[src/rtl/legv8_pkg.sv]
// Shared types and constants for the LEGv8 multi-cycle control unit.
package legv8_pkg;

    typedef enum logic [3:0] {
        FETCH     = 4'd0,
        DECODE    = 4'd1,
        EXEC_R    = 4'd2,
        EXEC_ADDR = 4'd3,
        MEM_RD    = 4'd4,
        MEM_WR    = 4'd5,
        WB_R      = 4'd6,
        WB_LD     = 4'd7,
        BRANCH    = 4'd8,
        HALT      = 4'd9
    } state_e;

    typedef enum logic [2:0] {
        CL_R   = 3'd0,
        CL_LD  = 3'd1,
        CL_ST  = 3'd2,
        CL_CBZ = 3'd3,
        CL_ILL = 3'd4
    } opclass_e;

    localparam logic [10:0] OP_ADD  = 11'b10001011000;
    localparam logic [10:0] OP_SUB  = 11'b11001011000;
    localparam logic [10:0] OP_AND  = 11'b10001010000;
    localparam logic [10:0] OP_ORR  = 11'b10101010000;
    localparam logic [10:0] OP_LDUR = 11'b11111000010;
    localparam logic [10:0] OP_STUR = 11'b11111000000;
    localparam logic [7:0]  OP_CBZ_8 = 8'b10110100;

    localparam logic [1:0] ALUOP_ADD   = 2'b00;
    localparam logic [1:0] ALUOP_PASSB = 2'b01;
    localparam logic [1:0] ALUOP_RTYPE = 2'b10;

endpackage

[src/rtl/legv8_control_fsm_if.sv]
// Control bundle between the LEGv8 control FSM (master) and the datapath.
interface legv8_control_fsm_if;
    import legv8_pkg::*;

    logic        instr_valid;
    logic        instr_ready;
    logic [10:0] OpCodefield;
    logic        Zero;
    logic        IRWrite;
    logic        PCWrite;
    logic        PCWriteCond;
    logic [1:0]  ALUOp;
    logic        AluSrc;
    logic        MemRead;
    logic        MemWrite;
    logic        memtoReg;
    logic        RegWrite;
    logic        Reg2Loc;

    modport master (
        input  instr_valid, OpCodefield, Zero,
        output instr_ready, IRWrite, PCWrite, PCWriteCond, ALUOp,
               AluSrc, MemRead, MemWrite, memtoReg, RegWrite, Reg2Loc
    );

    modport slave (
        output instr_valid, OpCodefield, Zero,
        input  instr_ready, IRWrite, PCWrite, PCWriteCond, ALUOp,
               AluSrc, MemRead, MemWrite, memtoReg, RegWrite, Reg2Loc
    );

endinterface

[src/rtl/legv8_opclass_decode.sv]
// Maps the 11-bit LEGv8 opcode field onto an instruction class.
module legv8_opclass_decode
    import legv8_pkg::*;
(
    input  logic [10:0] op,
    output opclass_e    cls
);

    always_comb begin
        cls = CL_ILL;
        if (op[10:3] == OP_CBZ_8) begin
            cls = CL_CBZ;
        end else begin
            case (op)
                OP_ADD, OP_SUB, OP_AND, OP_ORR: cls = CL_R;
                OP_LDUR:                        cls = CL_LD;
                OP_STUR:                        cls = CL_ST;
                default:                        cls = CL_ILL;
            endcase
        end
    end

endmodule

[src/rtl/legv8_control_fsm.sv]
// Multi-cycle LEGv8 main control: fetch/decode/execute/memory/writeback.
module legv8_control_fsm
    import legv8_pkg::*;
#(
    parameter int CNT_W           = 16,
    parameter bit HALT_ON_ILLEGAL = 1'b1
) (
    input  logic                  clock,
    input  logic                  reset,
    legv8_control_fsm_if.master   dp,
    output logic                  done,
    output logic                  illegal,
    output logic [CNT_W-1:0]      retired,
    output logic [3:0]            state
);

    state_e           state_q, state_d;
    logic             is_st_q, is_st_d;
    logic             illegal_q, illegal_d;
    logic [CNT_W-1:0] retired_q, retired_d;
    opclass_e         cls;

    logic       instr_ready, ir_write, pc_write, pc_write_cond;
    logic [1:0] alu_op;
    logic       alu_src, mem_read, mem_write, mem_to_reg;
    logic       reg_write, reg2loc;

    localparam logic [CNT_W-1:0] ONE = {{(CNT_W-1){1'b0}}, 1'b1};

    legv8_opclass_decode u_dec (
        .op  (dp.OpCodefield),
        .cls (cls)
    );

    always_ff @(posedge clock) begin
        if (reset) begin
            state_q   <= FETCH;
            is_st_q   <= 1'b0;
            illegal_q <= 1'b0;
            retired_q <= '0;
        end else begin
            state_q   <= state_d;
            is_st_q   <= is_st_d;
            illegal_q <= illegal_d;
            retired_q <= retired_d;
        end
    end

    always_comb begin
        state_d       = state_q;
        is_st_d       = is_st_q;
        illegal_d     = illegal_q;
        retired_d     = retired_q;
        instr_ready   = 1'b0;
        ir_write      = 1'b0;
        pc_write      = 1'b0;
        pc_write_cond = 1'b0;
        alu_op        = ALUOP_ADD;
        alu_src       = 1'b0;
        mem_read      = 1'b0;
        mem_write     = 1'b0;
        mem_to_reg    = 1'b0;
        reg_write     = 1'b0;
        reg2loc       = 1'b0;
        done          = 1'b0;
        case (state_q)
            FETCH: begin
                instr_ready = 1'b1;
                if (dp.instr_valid) begin
                    ir_write = 1'b1;
                    pc_write = 1'b1;
                    state_d  = DECODE;
                end
            end
            // Opcode is consumed only here; the LD/ST choice is kept in is_st_q.
            DECODE: begin
                reg2loc = (cls == CL_ST) || (cls == CL_CBZ);
                is_st_d = (cls == CL_ST);
                case (cls)
                    CL_R:          state_d = EXEC_R;
                    CL_LD, CL_ST:  state_d = EXEC_ADDR;
                    CL_CBZ:        state_d = BRANCH;
                    default: begin
                        illegal_d = 1'b1;
                        state_d   = HALT_ON_ILLEGAL ? HALT : FETCH;
                    end
                endcase
            end
            EXEC_R: begin
                alu_op  = ALUOP_RTYPE;
                state_d = WB_R;
            end
            WB_R: begin
                reg_write = 1'b1;
                done      = 1'b1;
                retired_d = retired_q + ONE;
                state_d   = FETCH;
            end
            EXEC_ADDR: begin
                alu_src = 1'b1;
                reg2loc = 1'b1;
                state_d = is_st_q ? MEM_WR : MEM_RD;
            end
            MEM_RD: begin
                mem_read = 1'b1;
                state_d  = WB_LD;
            end
            WB_LD: begin
                mem_read   = 1'b1;
                mem_to_reg = 1'b1;
                reg_write  = 1'b1;
                done       = 1'b1;
                retired_d  = retired_q + ONE;
                state_d    = FETCH;
            end
            MEM_WR: begin
                mem_write = 1'b1;
                done      = 1'b1;
                retired_d = retired_q + ONE;
                state_d   = FETCH;
            end
            BRANCH: begin
                alu_op        = ALUOP_PASSB;
                reg2loc       = 1'b1;
                pc_write_cond = dp.Zero;
                done          = 1'b1;
                retired_d     = retired_q + ONE;
                state_d       = FETCH;
            end
            HALT:    state_d = HALT;
            default: state_d = FETCH;
        endcase
    end

    assign dp.instr_ready = instr_ready;
    assign dp.IRWrite     = ir_write;
    assign dp.PCWrite     = pc_write;
    assign dp.PCWriteCond = pc_write_cond;
    assign dp.ALUOp       = alu_op;
    assign dp.AluSrc      = alu_src;
    assign dp.MemRead     = mem_read;
    assign dp.MemWrite    = mem_write;
    assign dp.memtoReg    = mem_to_reg;
    assign dp.RegWrite    = reg_write;
    assign dp.Reg2Loc     = reg2loc;

    assign illegal = illegal_q;
    assign retired = retired_q;
    assign state   = state_q;

endmodule

[src/flat_wrapper.sv]
// flat-port wrapper written by rule: the top's interface ports become plain ports
module legv8_control_fsm_flat import legv8_pkg::*;
#(
    parameter int CNT_W           = 16,
    parameter bit HALT_ON_ILLEGAL = 1'b1
)
  (clock, reset, done, illegal, retired, state, dp_instr_valid, dp_OpCodefield, dp_Zero, dp_instr_ready, dp_IRWrite, dp_PCWrite, dp_PCWriteCond, dp_ALUOp, dp_AluSrc, dp_MemRead, dp_MemWrite, dp_memtoReg, dp_RegWrite, dp_Reg2Loc);
  legv8_control_fsm_if dp_i ();
  input  logic clock;
  input  logic reset;
  output logic done;
  output logic illegal;
  output logic [CNT_W-1:0] retired;
  output logic [3:0] state;
  input wire logic [$bits(dp_i.instr_valid)-1:0] dp_instr_valid;
  input wire logic [$bits(dp_i.OpCodefield)-1:0] dp_OpCodefield;
  input wire logic [$bits(dp_i.Zero)-1:0] dp_Zero;
  output wire logic [$bits(dp_i.instr_ready)-1:0] dp_instr_ready;
  output wire logic [$bits(dp_i.IRWrite)-1:0] dp_IRWrite;
  output wire logic [$bits(dp_i.PCWrite)-1:0] dp_PCWrite;
  output wire logic [$bits(dp_i.PCWriteCond)-1:0] dp_PCWriteCond;
  output wire logic [$bits(dp_i.ALUOp)-1:0] dp_ALUOp;
  output wire logic [$bits(dp_i.AluSrc)-1:0] dp_AluSrc;
  output wire logic [$bits(dp_i.MemRead)-1:0] dp_MemRead;
  output wire logic [$bits(dp_i.MemWrite)-1:0] dp_MemWrite;
  output wire logic [$bits(dp_i.memtoReg)-1:0] dp_memtoReg;
  output wire logic [$bits(dp_i.RegWrite)-1:0] dp_RegWrite;
  output wire logic [$bits(dp_i.Reg2Loc)-1:0] dp_Reg2Loc;
  assign dp_i.instr_valid = dp_instr_valid;
  assign dp_i.OpCodefield = dp_OpCodefield;
  assign dp_i.Zero = dp_Zero;
  assign dp_instr_ready = dp_i.instr_ready;
  assign dp_IRWrite = dp_i.IRWrite;
  assign dp_PCWrite = dp_i.PCWrite;
  assign dp_PCWriteCond = dp_i.PCWriteCond;
  assign dp_ALUOp = dp_i.ALUOp;
  assign dp_AluSrc = dp_i.AluSrc;
  assign dp_MemRead = dp_i.MemRead;
  assign dp_MemWrite = dp_i.MemWrite;
  assign dp_memtoReg = dp_i.memtoReg;
  assign dp_RegWrite = dp_i.RegWrite;
  assign dp_Reg2Loc = dp_i.Reg2Loc;
  legv8_control_fsm #(.CNT_W(CNT_W), .HALT_ON_ILLEGAL(HALT_ON_ILLEGAL)) u_core (.clock(clock), .reset(reset), .dp(dp_i), .done(done), .illegal(illegal), .retired(retired), .state(state));
endmodule
[config.mk]
export PLATFORM = sky130hd
export DESIGN_NAME = legv8_control_fsm_flat
export DESIGN_NICKNAME = d
export VERILOG_FILES = /design/src/rtl/legv8_pkg.sv /design/src/rtl/legv8_control_fsm_if.sv /design/src/rtl/legv8_opclass_decode.sv /design/src/rtl/legv8_control_fsm.sv /design/src/flat_wrapper.sv
export SDC_FILE = /design/constraint.sdc
export NUM_CORES = 1
export LEC_CHECK = 0
export BUFFER_PORTS_ARGS = -buffer_cell sky130_fd_sc_hd__buf_4
export CORE_UTILIZATION = 44
export CTS_CLUSTER_SIZE = 12
export DETAILED_ROUTE_END_ITERATION = 16
export PLACE_DENSITY = 0.75
export SYNTH_ARGS = -nofsm -noshare
export SYNTH_HDL_FRONTEND = slang
export SYNTH_SLANG_ARGS = --single-unit
[constraint.sdc]
create_clock -name clock -period 1.7 [get_ports clock]
set_input_delay 0.255 -clock clock [delete_from_list [all_inputs] [get_ports clock]]
set_output_delay 0.255 -clock clock [all_outputs]
set_load 0.02 [all_outputs]
[After elaboration in Yosys (flattened, before gate mapping)]
Index checks and enable logic that the tools add are counted.
W data, S select, Z words.
Word-level totals
  register bits after elaboration: 22
  input bits: 15
  output and inout bits: 34
  word-level logic and storage cells: 55
Cells by class
  add/sub/neg operators: 1
  eq/ne operators: 20
  mux-type cells: 18
  bitwise operators: 1
  reductions and logical operators: 11
Operators with widths (number)
  $eq A11 B11 Y1 const B: 6
  $pmux W4 S6: 1
  $add A16 B1 Y16 const B: 1
  $eq A4 B3 Y1 const B: 4
  $pmux W4 S3: 1
  $reduce_or A4 Y1: 3
  $mux W1: 11
  $pmux W3 S3: 1
  $eq A4 B2 Y1 const B: 2
  $eq A4 B4 Y1 const B: 2
  $eq A8 B8 Y1 const B: 1
  $reduce_or A2 Y1: 4
  $eq A3 B2 Y1 const B: 2
  $eq A4 B1 Y1 const B: 1
  $logic_not A4 Y1: 1
  $mux W4: 1
  $pmux W2 S2: 1
  $eq A3 B1 Y1 const B: 1
  $logic_not A3 Y1: 1
  $mux W3: 1
  $ne A2 B2 Y1 const B: 1
  $pmux W1 S2: 1
  $reduce_and A2 Y1: 1
  $logic_or A1 B1 Y1: 1
  $not A1 Y1: 1

[Longest topological paths before layout]
Gate-level depths: netlist of run 1.
  depth in word-level cells: 8
  mapped depth: 6
  depth with buffers taken out: 4

[Hierarchy]
From an unflattened synthesis of run 1, not the netlist that was laid out.
Second synthesis, totals
  cells, all modules: 160
  area total of the unflattened synthesis: 1351.3 um^2
Modules (own cells, without submodules)
  legv8_control_fsm: times used 1, cells each 147, area each 1236.2 um^2, sequential area each 440.4 um^2
  legv8_opclass_decode: times used 1, cells each 13, area each 115.1 um^2, sequential area each 0.0 um^2

[Worst setup path before layout of run 1]
OpenSTA, ideal clock, no wires.
  path type: reg2out
  from: register u_core.state_q[1], in the netlist u_core.state[1]
  to: output dp_PCWrite
  arrival: 1.975 ns
  data required time: 1.445 ns
  setup slack: -0.530 ns
  cell stages (with the launch flop): 5
  path buffers: 2
  cell sequence: dfxtp_1 > clkbuf_1 > nor4_1 > and2_1 > buf_4
Between the ends
  cells in the longest elaborated chain, start to end: 2
Ends and longest elaborated chain
  start, declared: line legv8_control_fsm.sv:17  | state_e state_q, state_d;
  start signal, assigned: line legv8_control_fsm.sv:42  | state_q <= state_d;
  $logic_not A4 Y1
  $mux W1
  end, declared: line flat_wrapper.sv:20  | output wire logic [$bits(dp_i.PCWrite)-1:0] dp_PCWrite;
Every way passes these cells.

[Final worst setup path of run 1]
  from: register u_core.state_q[0], in the netlist u_core.state[0]
  to: register u_core.retired_q[4], in the netlist u_core.retired[4]
Between the ends
  cells in the longest elaborated chain, start to end: 2
  elaborated cells between the ends (all ways): 5
  classes of those cells: eq/ne (4); reduce/logical (1)
Ends and longest elaborated chain
  $eq A4 B3 Y1 / $eq A4 B4 Y1 (equally long branches): line legv8_control_fsm.sv:66  | case (state_q)
  $reduce_or A4 Y1 (no line) *
  end signal, assigned: line legv8_control_fsm.sv:45  | retired_q <= retired_d;
  end, declared: line legv8_control_fsm.sv:20  | logic [CNT_W-1:0] retired_q, retired_d;
Every way passes the cells marked *; elsewhere a longest branch is shown, timed or not.
A chain may end at the register's enable or synchronous reset.

==> metrics.txt, run 1 <==
status finished with violations; failing checks design-rule violations, negative setup slack; Adder-Cell Fraction of Synth Area 0.9372%; FF-to-FF Start u_core.state[0]$_SDFFE_PP0P_; Mean Syn Cell Area 8.292 µm²; diode count 0; Mapped Nets 177; FP Rows 19; Worst EP required 1.95 ns; Routed Antenna Nets 0; commonest cells after routing, fill and taps aside buf_4 (63), dfxtp_1 (18), nor2_1 (17), nor2b_1 (13), nand2_1 (8); worst-path fanout max 7; vias post-DR approximately 1.4k; Slew Limit Headroom 71.91%; Worst setup EP type flip-flop; Cell Area, Synth 1335 µm²; Sw Ratio 27.07%; Hold Fails Final Rpt 0; Synth top area share 32.99%; slack of the critical path -0.03772 ns; simple-gate area share of the yosys netlist 38.52%; count of different cell masters after synthesis 44; Slew Limit Fails 0; Combinational Power Share 24.7%; io pins 49; H-tree levels 1; Compound-Gate Fraction of Synth Area 15.00%; Yosys top cell by area dfxtp_1; Clock Skew between 0.002 and 0.003 ns; hold_sp reset; Synth Area in XOR/XNOR 0.6560%; WL final 3.463 mm; top cells by area, synth dfxtp_1 (33%), nor2b_1 (6.6%), mux2_2 (5.1%); crit path kind flip-flop to flip-flop; port bufs 48; CTS tree yes; Root Buffer clkbuf_4; Fmax 575.5 MHz; dominant synthesized flop cell dfxtp_1; Tcrit/Tclk final 102.2%; multiplexer share of the synthesized area 7.310%; Min-Delay Path Class primary input to flip-flop; unrepaired setup endpoints after global routing true; P_leak 0.8770 nW; Worst-Skew Late Latency 0.31 ns; CP startpoint kind flip-flop; Worst Tran Pin Value just over 0.4 ns; Setup-failing EPs final 5; largest family of logic cells by synthesized area simple AND/OR/NAND/NOR gates; routed vias/inst 5.608; aggregate global-route resource usage 21.13%; Tmin final 1.738 ns; per-cell routed wire length 13.58 µm; clock network power share 29.3%; Peak VDD IR 0.4282 mV; largest net degree at the start of global routing 28; drt pass-1 iters 10; Seq pwr share 46.0%; area of the die 3259 µm²; vias in the first global route 1,283; GP Congestion about 0.78; Num CTS Buffers 3; power per cell area 587.4 nW/µm²; final net count roughly 240; initial antenna violation count 0; area grow syn2layout 49.67%; floorplan die width 57.09 µm; Seq cells post-synth 22; commonest non-fill, non-tap cell in the layout buf_4; total core area 2805 µm²; Gate Count Post-Synth 161; initial core utilization 47.59%; number of enable flip-flop cells after synthesis 0; DP Cell Count 245; Critical Path AT 1.99 ns; worst hold slack 0.2784 ns; Worst setup startpoint u_core.state[0]$_SDFFE_PP0P_; DR iter-0 viols 56; Clock Sink Count 22; DIE HEIGHT 57.09 µm; share of cells above drive strength 1 44.64%; Post-synth ARST share 0%; DRC Markers 4; clock edge transition at the registers on the reported setup and hold paths 0.12 ns; max-cap violation count 0; GRT overflow 0; internal power 856.0 µW; Clock Tree Buf Depth 2; YS warnings 0; first-pass GRT wire length 5.478 mm; sequential share of the synthesized area 32.99%; Post-DP HPWL between 2 and 3 mm; NetSw approximately 320 µW; Post-Layout Cell Count 255
-- final timing paths --
kind                                    endpoint  slack, ns  depth (start not counted)
setup / recovery  u_core.retired[4]$_SDFFE_PP0P_      -0.04                          6
hold / removal    u_core.retired[6]$_SDFFE_PP0P_       0.28                          2
setup reg to reg  u_core.retired[4]$_SDFFE_PP0P_      -0.04                          6
hold reg to reg     u_core.state[0]$_SDFFE_PP0P_       0.48                          2
-- worst max-delay path, stage by stage (launching register included) --
cell and delay (ns):
dfxtp_4 0.39, nor4b_4 0.33, a21oi_4 0.07, buf_6 0.14, buf_4 0.15, or4_1 0.47, a21oi_1 0.13
-- Yosys cell counts, types with 2 or more instances --
cell type	number
a21oi_1	9
a22o_1	2
and2_1	4
and4_1	3
clkbuf_1	6
dfxtp_1	22
inv_1	4
mux2_2	6
mux2i_1	3
nand2_1	10
nand2b_1	3
nand3_1	4
nand4_1	3
nor2_1	17
nor2b_1	14
nor3_1	4
nor4_1	4
nor4b_1	2
nor4bb_1	2
o21ai_0	4
o31ai_1	6
or2_2	2
or3_1	2
or4_1	5
-- state kept, by name, indices dropped and copies added, names as in the netlist --
signal / flops
u_core.retired: 16
u_core.is_st_q: 1
u_core.illegal: 1
u_core.state: 4
-- power by group through the flow --
stage | logic (mW) | clock network, mW | registers, mW
after floorplan | 0.134 | 0 | 0.564
after global placement | 0.242 | 0 | 0.553
after detailed placement | 0.246 | 0 | 0.555
after CTS | 0.278 | 0.347 | 0.540
after global routing | 0.312 | 0.376 | 0.542
final | 0.290 | 0.344 | 0.540
-- kinds of logic after synthesis --
family                     Yosys count
muxes                                9
AOI/OAI and AO/OA                   30
adders and majority gates            1
buffers and inverters               13
xor gates and xnor gates             1
and+or+nand+nor                     85
DFF                                 22
-- metal layers --
metal	global-route usage [%]	vias to the layer above	routed length [µm]
met1	26.20	657	1520
met5	0	-	0
li1	-	722	-
met4	5.575	0	61
met3	4.989	6	160
met2	36.81	45	1721
-- cell type report --
class	instances	area (µm²)
tap	31	38.79
multi-input combinational	126	917.1
fill	213	807.0
timing repair buffer	68	529.3
clock buffer	4	47.55
sequential	22	450.4
inverter	4	15.01
-- timing repair --
action                                  in CTS  in global routing
pin swaps                                    8                  4
resized for setup                           10                  9
gates cloned                                 0                  0
buffers inserted                             5                  1
endpoints found under the setup margin       5                 18
hold endpoints to repair                     0                  0
hold buffers                                 0                  0
-- metrics by stage --
step / setup WS (ns) / area [µm²] / TNS, ns / total power, mW / util, %
final: -0.03772 / 1998 / -0.07475 / 1.174 / 71.23
after CTS: -0.01609 / 1953 / -0.02576 / 1.166 / 69.63
after detailed placement: 0.006542 / 1834 / 0 / 0.8012 / 65.39
after floorplan: -0.08675 / 1376 / -0.4224 / 0.6976 / -
after global placement: 0.06856 / 1834 / 0 / 0.7956 / 65.39
after global routing: -0.1128 / 1998 / -0.9952 / 1.229 / 71.23
Power figures use the tool's default switching activity.
==> inputs of run 2 (changes only) <==
BUFFER_PORTS_ARGS = not set   (was -buffer_cell sky130_fd_sc_hd__buf_4)
CORE_UTILIZATION = 55   (was 44)
DONT_BUFFER_PORTS = 1   (was not set)
PLACE_DENSITY = 0.73   (was 0.75)
SKIP_LAST_GASP = 1   (was not set)
SLEW_MARGIN = 20   (was not set)
==> metrics.txt, run 2 (synthesis results as in run 1) <==
max reg flops 16 (unchanged); Peak VDD IR 0.9634 mV (+130%); per-cell routed wire length 19.53 µm (+44%); DR iter-0 viols 35 (-38%); power per cell area 647.8 nW/µm² (+10%); Worst setup EP type flip-flop; CP startpoint kind flip-flop; io pins 49 (unchanged); port bufs 0 (-100%); clock edge transition at the registers on the reported setup and hold paths 0.15 ns (+0.03 ns); H-tree levels 1 (unchanged); Crit-path slowest cell o311ai_1; final net count 206 (-15%); Worst-Skew Late Latency 0.33 ns (+0.02 ns); diode count 0 (unchanged); Critical Path AT 2.03 ns (+0.04 ns); Fillers 127 (-40%); Clock Sink Count 22 (unchanged); GRT overflow 0 (unchanged); worst hold slack -0.03515 ns (-0.3136 ns); area of the die 2628 µm² (-19%); CTS Hold Bufs 1 (+1); routed vias/inst 6.535 (+17%); vias in the first global route 1,331 (+3.7%); Clock Tree Buf Depth 2 (unchanged); Worst Tran Pin Value 0.4994 ns (+0.08376 ns); Post-DP HPWL 2.420 mm (-5.3%); commonest non-fill, non-tap cell in the layout buf_4; WL final 4.237 mm (+22%); Tmin final 1.823 ns (+0.08553 ns); Sequential cell area 452.9 µm² (+0.56%); Layout Utilization 83.13% (+12 points); P_leak 0.7797 nW (-11%); worst-path fanout max 4 (-3); multi-input logic area 1003 µm² (+9.4%); Min-Delay Path Class primary input to flip-flop; vias post-DR 1,418 (-0.84%); floorplan die width 51.27 µm (-10%); unrepaired setup endpoints after global routing true; max-cap violation count 0 (unchanged); Clock Skew 0.01827 ns (+0.01567 ns); drt pass-1 iters 4 (-6); share of cells above drive strength 1 39.15% (-5.5 points); GP Congestion 0.8163 (+5.3%); DIE HEIGHT 51.27 µm (-10%); Worst EP required 1.91 ns (-0.04 ns); aggregate global-route resource usage 29.87% (+8.7 points); CP Buf/Inv Count 2 (unchanged); status finished with violations; Num CTS Buffers 3 (unchanged); Slowest Stage Delay on Critical Path 0.41 ns (-0.06 ns); FP Rows 17 (-2); Hold Fails Final Rpt 9 (+9); initial antenna violation count 0 (unchanged); total core area 2255 µm² (-20%); Slew Limit Fails 0 (unchanged); CTS tree yes; Tcrit/Tclk final 107.3% (+5.0 points); Fmax 548.5 MHz (-4.7%); first-pass GRT wire length 5.851 mm (+6.8%); Setup-failing EPs final 17 (+12); initial core utilization 59.21% (+12 points); area grow syn2layout 40.39%; Slew Limit Headroom 66.62% (-5.3 points); Root Buffer clkbuf_4; DRC Markers 0 (-4); Worst path top cell family by delay compound AO/OA/AOI/OAI gates; Routed Antenna Nets 0 (unchanged); largest net degree at the start of global routing 28 (unchanged); slack of the critical path -0.1233 ns (-0.08553 ns); worst path cell trace nor4b_4 > a21oi_4 > buf_12 > clkbuf_16 > o311ai_1 > o41ai_1; commonest cells after routing, fill and taps aside buf_4 (23), dfxtp_1 (18), nor2_1 (16), nor2b_1 (13), nand2_1 (10); Design Power 1.214 mW (+3.4%); failing checks negative hold slack, negative setup slack; crit path kind flip-flop to flip-flop
-- run 2: changes by cell type in the layout (fill, tap and decap cells not counted), moves of 3 or more --
cell	previous run	this run
buf_4	63	23
mux2_2	6	2
mux2_4	0	4
or4_1	5	1
or4_4	0	4
a21oi_1	7	4
a21oi_2	2	5
-- run 2: worst register-to-register path: cells and delay by family (launching register included) --
family                 cells  cell delay [ns]
AO/OA/AOI/OAI              3             0.66
buffers and inverters      2             0.29
flip-flops                 1             0.39
AND/OR/NAND/NOR            1             0.36
-- run 2: routing by layer --
metal / up-vias / part of all wire (%) / track usage [%]
met1: 687 / 38 / 34.66
met4: 0 / 2.6 / 9.009
met2: 72 / 52 / 52.85
li1: 645 / - / -
met5: - / 0 / 0
met3: 14 / 7.6 / 8.333
-- run 2: layout make-up --
class	instances	share of cell area, %
multi-input combinational	126	53.54
clock inverter	1	1.602
sequential	22	24.17
timing repair buffer	33	16.82
clock buffer	3	1.202
tap	28	1.869
inverter	4	0.8011
-- run 2: worst paths after layout --
| kind | startpoint | to | slack [ns] | depth (start not counted) |
|---|---|---|---|---|
| max | u_core.state[0]$_SDFFE_PP0P_ | u_core.retired[11]$_SDFFE_PP0P_ | -0.12 | 6 |
| min | reset | u_core.retired[8]$_SDFFE_PP0P_ | -0.04 | 1 |
| max reg2reg | u_core.state[0]$_SDFFE_PP0P_ | u_core.retired[11]$_SDFFE_PP0P_ | -0.12 | 6 |
| min reg2reg | u_core.is_st_q$_SDFFE_PP0P_ | u_core.state[0]$_SDFFE_PP0P_ | 0.53 | 2 |
-- run 2: timing repair --
item,in CTS,in global routing
resized for setup,21,20
setup buffers,4,0
endpoints found under the hold margin,11,10
pin swaps,9,10
endpoints found under the setup margin,7,23
gates cloned,0,1
-- run 2: through the flow --
step	hold slack [ns]	std cells	cell area [µm²]	setup TNS (ns)	setup slack, ns
final	-0.03515	217	1874	-0.8957	-0.1233
after global routing	-0.05158	217	1874	-1.837	-0.1653
after floorplan	0.4233	161	1376	-0.4224	-0.08675
after detailed placement	0.3290	207	1580	0	0.03336
after global placement	0.3269	207	1580	0	0.09570
after CTS	-0.03894	216	1770	-0.7452	-0.07417
-- run 2: power breakdown --
group | switching (mW) | internal (mW)
registers | 0.0174 | 0.525
logic | 0.128 | 0.124
clock network | 0.180 | 0.239
==> inputs of run 3 (changes only) <==
BUFFER_PORTS_ARGS = -buffer_cell sky130_fd_sc_hd__buf_4   (was not set)
CORE_UTILIZATION = 52   (was 55)
DONT_BUFFER_PORTS = not set   (was 1)
PLACE_DENSITY = 0.83   (was 0.73)
clock period = 2.2 ns   (was 1.7 ns; I/O delays follow)
==> metrics.txt, run 3 (synthesis results as in run 1) <==
WL final 3.164 mm (-25%); Tcrit/Tclk final 89.20%; Worst Tran Pin Value 0.5000 ns (+0.0005593 ns); Setup-failing EPs final 0 (-17); CTS Hold Bufs 0 (-1); FP Rows 17 (unchanged); commonest non-fill, non-tap cell in the layout buf_4; Root Buffer clkbuf_4; DR iter-0 viols 37 (+5.7%); Post-CTS Setup Bufs 0 (-4); FF-to-FF Start u_core.state[1]$_SDFFE_PP0P_; area of the die 2774 µm² (+5.6%); Clock Skew 0.002520 ns (-0.01575 ns); DRC Markers 0 (unchanged); Routed Antenna Nets 0 (unchanged); Hold EP u_core.retired[0]$_SDFFE_PP0P_; P_leak 0.7604 nW (-2.5%); Slew Limit Headroom 66.21% (-0.41 points); CTS tree yes; Num CTS Buffers 3 (unchanged); worst hold slack 0.3802 ns (+0.4153 ns); status complete, no violations; GRT overflow 0 (unchanged); Worst-Skew Late Latency 0.30 ns (-0.03 ns); initial antenna violation count 0 (unchanged); commonest cells after routing, fill and taps aside buf_4 (53), dfxtp_1 (22), nor2_1 (17), nor2b_1 (14), nand2_1 (10); Min-Delay Path Class primary input to flip-flop; DIE HEIGHT 52.67 µm (+2.7%); largest net degree at the start of global routing 28 (unchanged); floorplan die width 52.67 µm (+2.7%); final net count 226 (+9.7%); Critical Path AT 1.63 ns (-0.40 ns); reg2reg end u_core.retired[13]$_SDFFE_PP0P_; power per cell area 461.5 nW/µm² (-29%); Hold Fails Final Rpt 0 (-9); max reg flops 16 (unchanged); routed vias/inst 5.814 (-11%); drt pass-1 iters 5 (+1); Layout Utilization 76.09% (-7.0 points); Min-Delay Path Depth 2 (+1); Fmax 509.6 MHz; Post-DP HPWL 2.393 mm (-1.1%); per-cell routed wire length 13.35 µm (-32%); clock edge transition at the registers on the reported setup and hold paths 0.12 ns (-0.03 ns); Slew Limit Fails 0 (unchanged); reg2reg path depth 5 (-1); initial core utilization 57.58% (-1.6 points); max-cap violation count 0 (unchanged); diode count 0 (unchanged); R2R setup slack 0.33 ns (+0.45 ns); pre-CTS setup slack 0.3316 ns (+0.2983 ns); aggregate global-route resource usage 23.53% (-6.3 points); Design Power 814.2 µW (-33%); setup TNS 0 ns (+0.8957 ns); share of cells above drive strength 1 33.01% (-6.1 points); CP startpoint kind flip-flop; total core area 2318 µm² (+2.8%); area grow syn2layout 32.15%; first-pass GRT wire length 4.912 mm (-16%); Peak VDD IR 0.6689 mV (-31%); vias in the first global route 1,150 (-14%); Clock Sink Count 22 (unchanged); crit path kind flip-flop to output pin; unrepaired setup endpoints after global routing false; hold_sp reset; Worst EP required 1.87 ns (-0.04 ns); Resized Gates After CTS 0 (-100%); GP Congestion 0.8557 (+4.8%); H-tree levels 1 (unchanged); slack of the critical path 0.2376 ns (+0.3608 ns); vias post-DR 1,378 (-2.8%); Clock Tree Buf Depth 2 (unchanged); Fillers 179 (+41%); Worst setup EP type output pin; port bufs 48 (+48); io pins 49 (unchanged); worst-path fanout max 25 (+21); Tmin final 1.962 ns
[run 3: changes by cell type in the layout (fill, tap and decap cells not counted), moves of 3 or more]
cell	delta
mux2_4	-4
nor4_1	+3
buf_6	-6
buf_4	+30
or4_4	-4
a21oi_1	+5
a21oi_2	-4
dfxtp_1	+4
mux2_2	+4
or4_1	+4
dfxtp_4	-3
nor4_4	-3
[run 3: metrics by stage]
step | std cells | area (µm²)
after floorplan | 161 | 1341
after global placement | 233 | 1728
after detailed placement | 233 | 1728
after CTS | 237 | 1764
after global routing | 237 | 1764
final | 237 | 1764
[run 3: worst max-delay path: stages (launching register included)]
cell     delay (ns)
dfxtp_1        0.39
or2_2          0.33
a21oi_2        0.12
buf_4          0.27
inv_1          0.06
buf_4          0.16
[run 3: worst max path at each step]
stage                                  from                         endpoint  slack (ns)
4_1_cts        u_core.state[1]$_SDFFE_PP0P_                             done        0.24
3_5_place_dp   u_core.state[1]$_SDFFE_PP0P_  u_core.retired[13]$_SDFFE_PP0P_        0.33
6_report       u_core.state[1]$_SDFFE_PP0P_                             done        0.24
5_1_grt        u_core.state[1]$_SDFFE_PP0P_                             done        0.12
3_3_place_gp   u_core.state[1]$_SDFFE_PP0P_  u_core.retired[15]$_SDFFE_PP0P_        0.41
2_1_floorplan  u_core.state[1]$_SDFFE_PP0P_                       dp_PCWrite        0.14
[run 3: area by class of cell]
type                       count  area, µm²  area share, %
clock buffer                   4      36.28          2.057
inverter                       4      15.01         0.8511
multi-input combinational    126      839.6          47.59
sequential                    22      440.4          24.96
tap                           28      35.03          1.986
timing repair buffer          53      397.9          22.55
[run 3: power by group]
part	leakage (nW)	internal [mW]	switching, mW	total [mW]
clock network	0.0210	0.101	0.117	0.218
registers	0.178	0.407	0.00996	0.417
logic	0.562	0.0822	0.0968	0.179
total	0.760	0.590	0.224	0.814
[run 3: routing by layer]
| layer | vias to the layer above | wire, µm | track usage [%] | share of wire (%) |
|---|---|---|---|---|
| met5 | - | 0 | 0 | 0 |
| met4 | 0 | 32 | 5.263 | 1.0 |
| met3 | 4 | 143 | 5.797 | 4.5 |
| met2 | 43 | 1518 | 40.30 | 48 |
| met1 | 644 | 1470 | 29.32 | 46 |
| li1 | 687 | - | - | - |
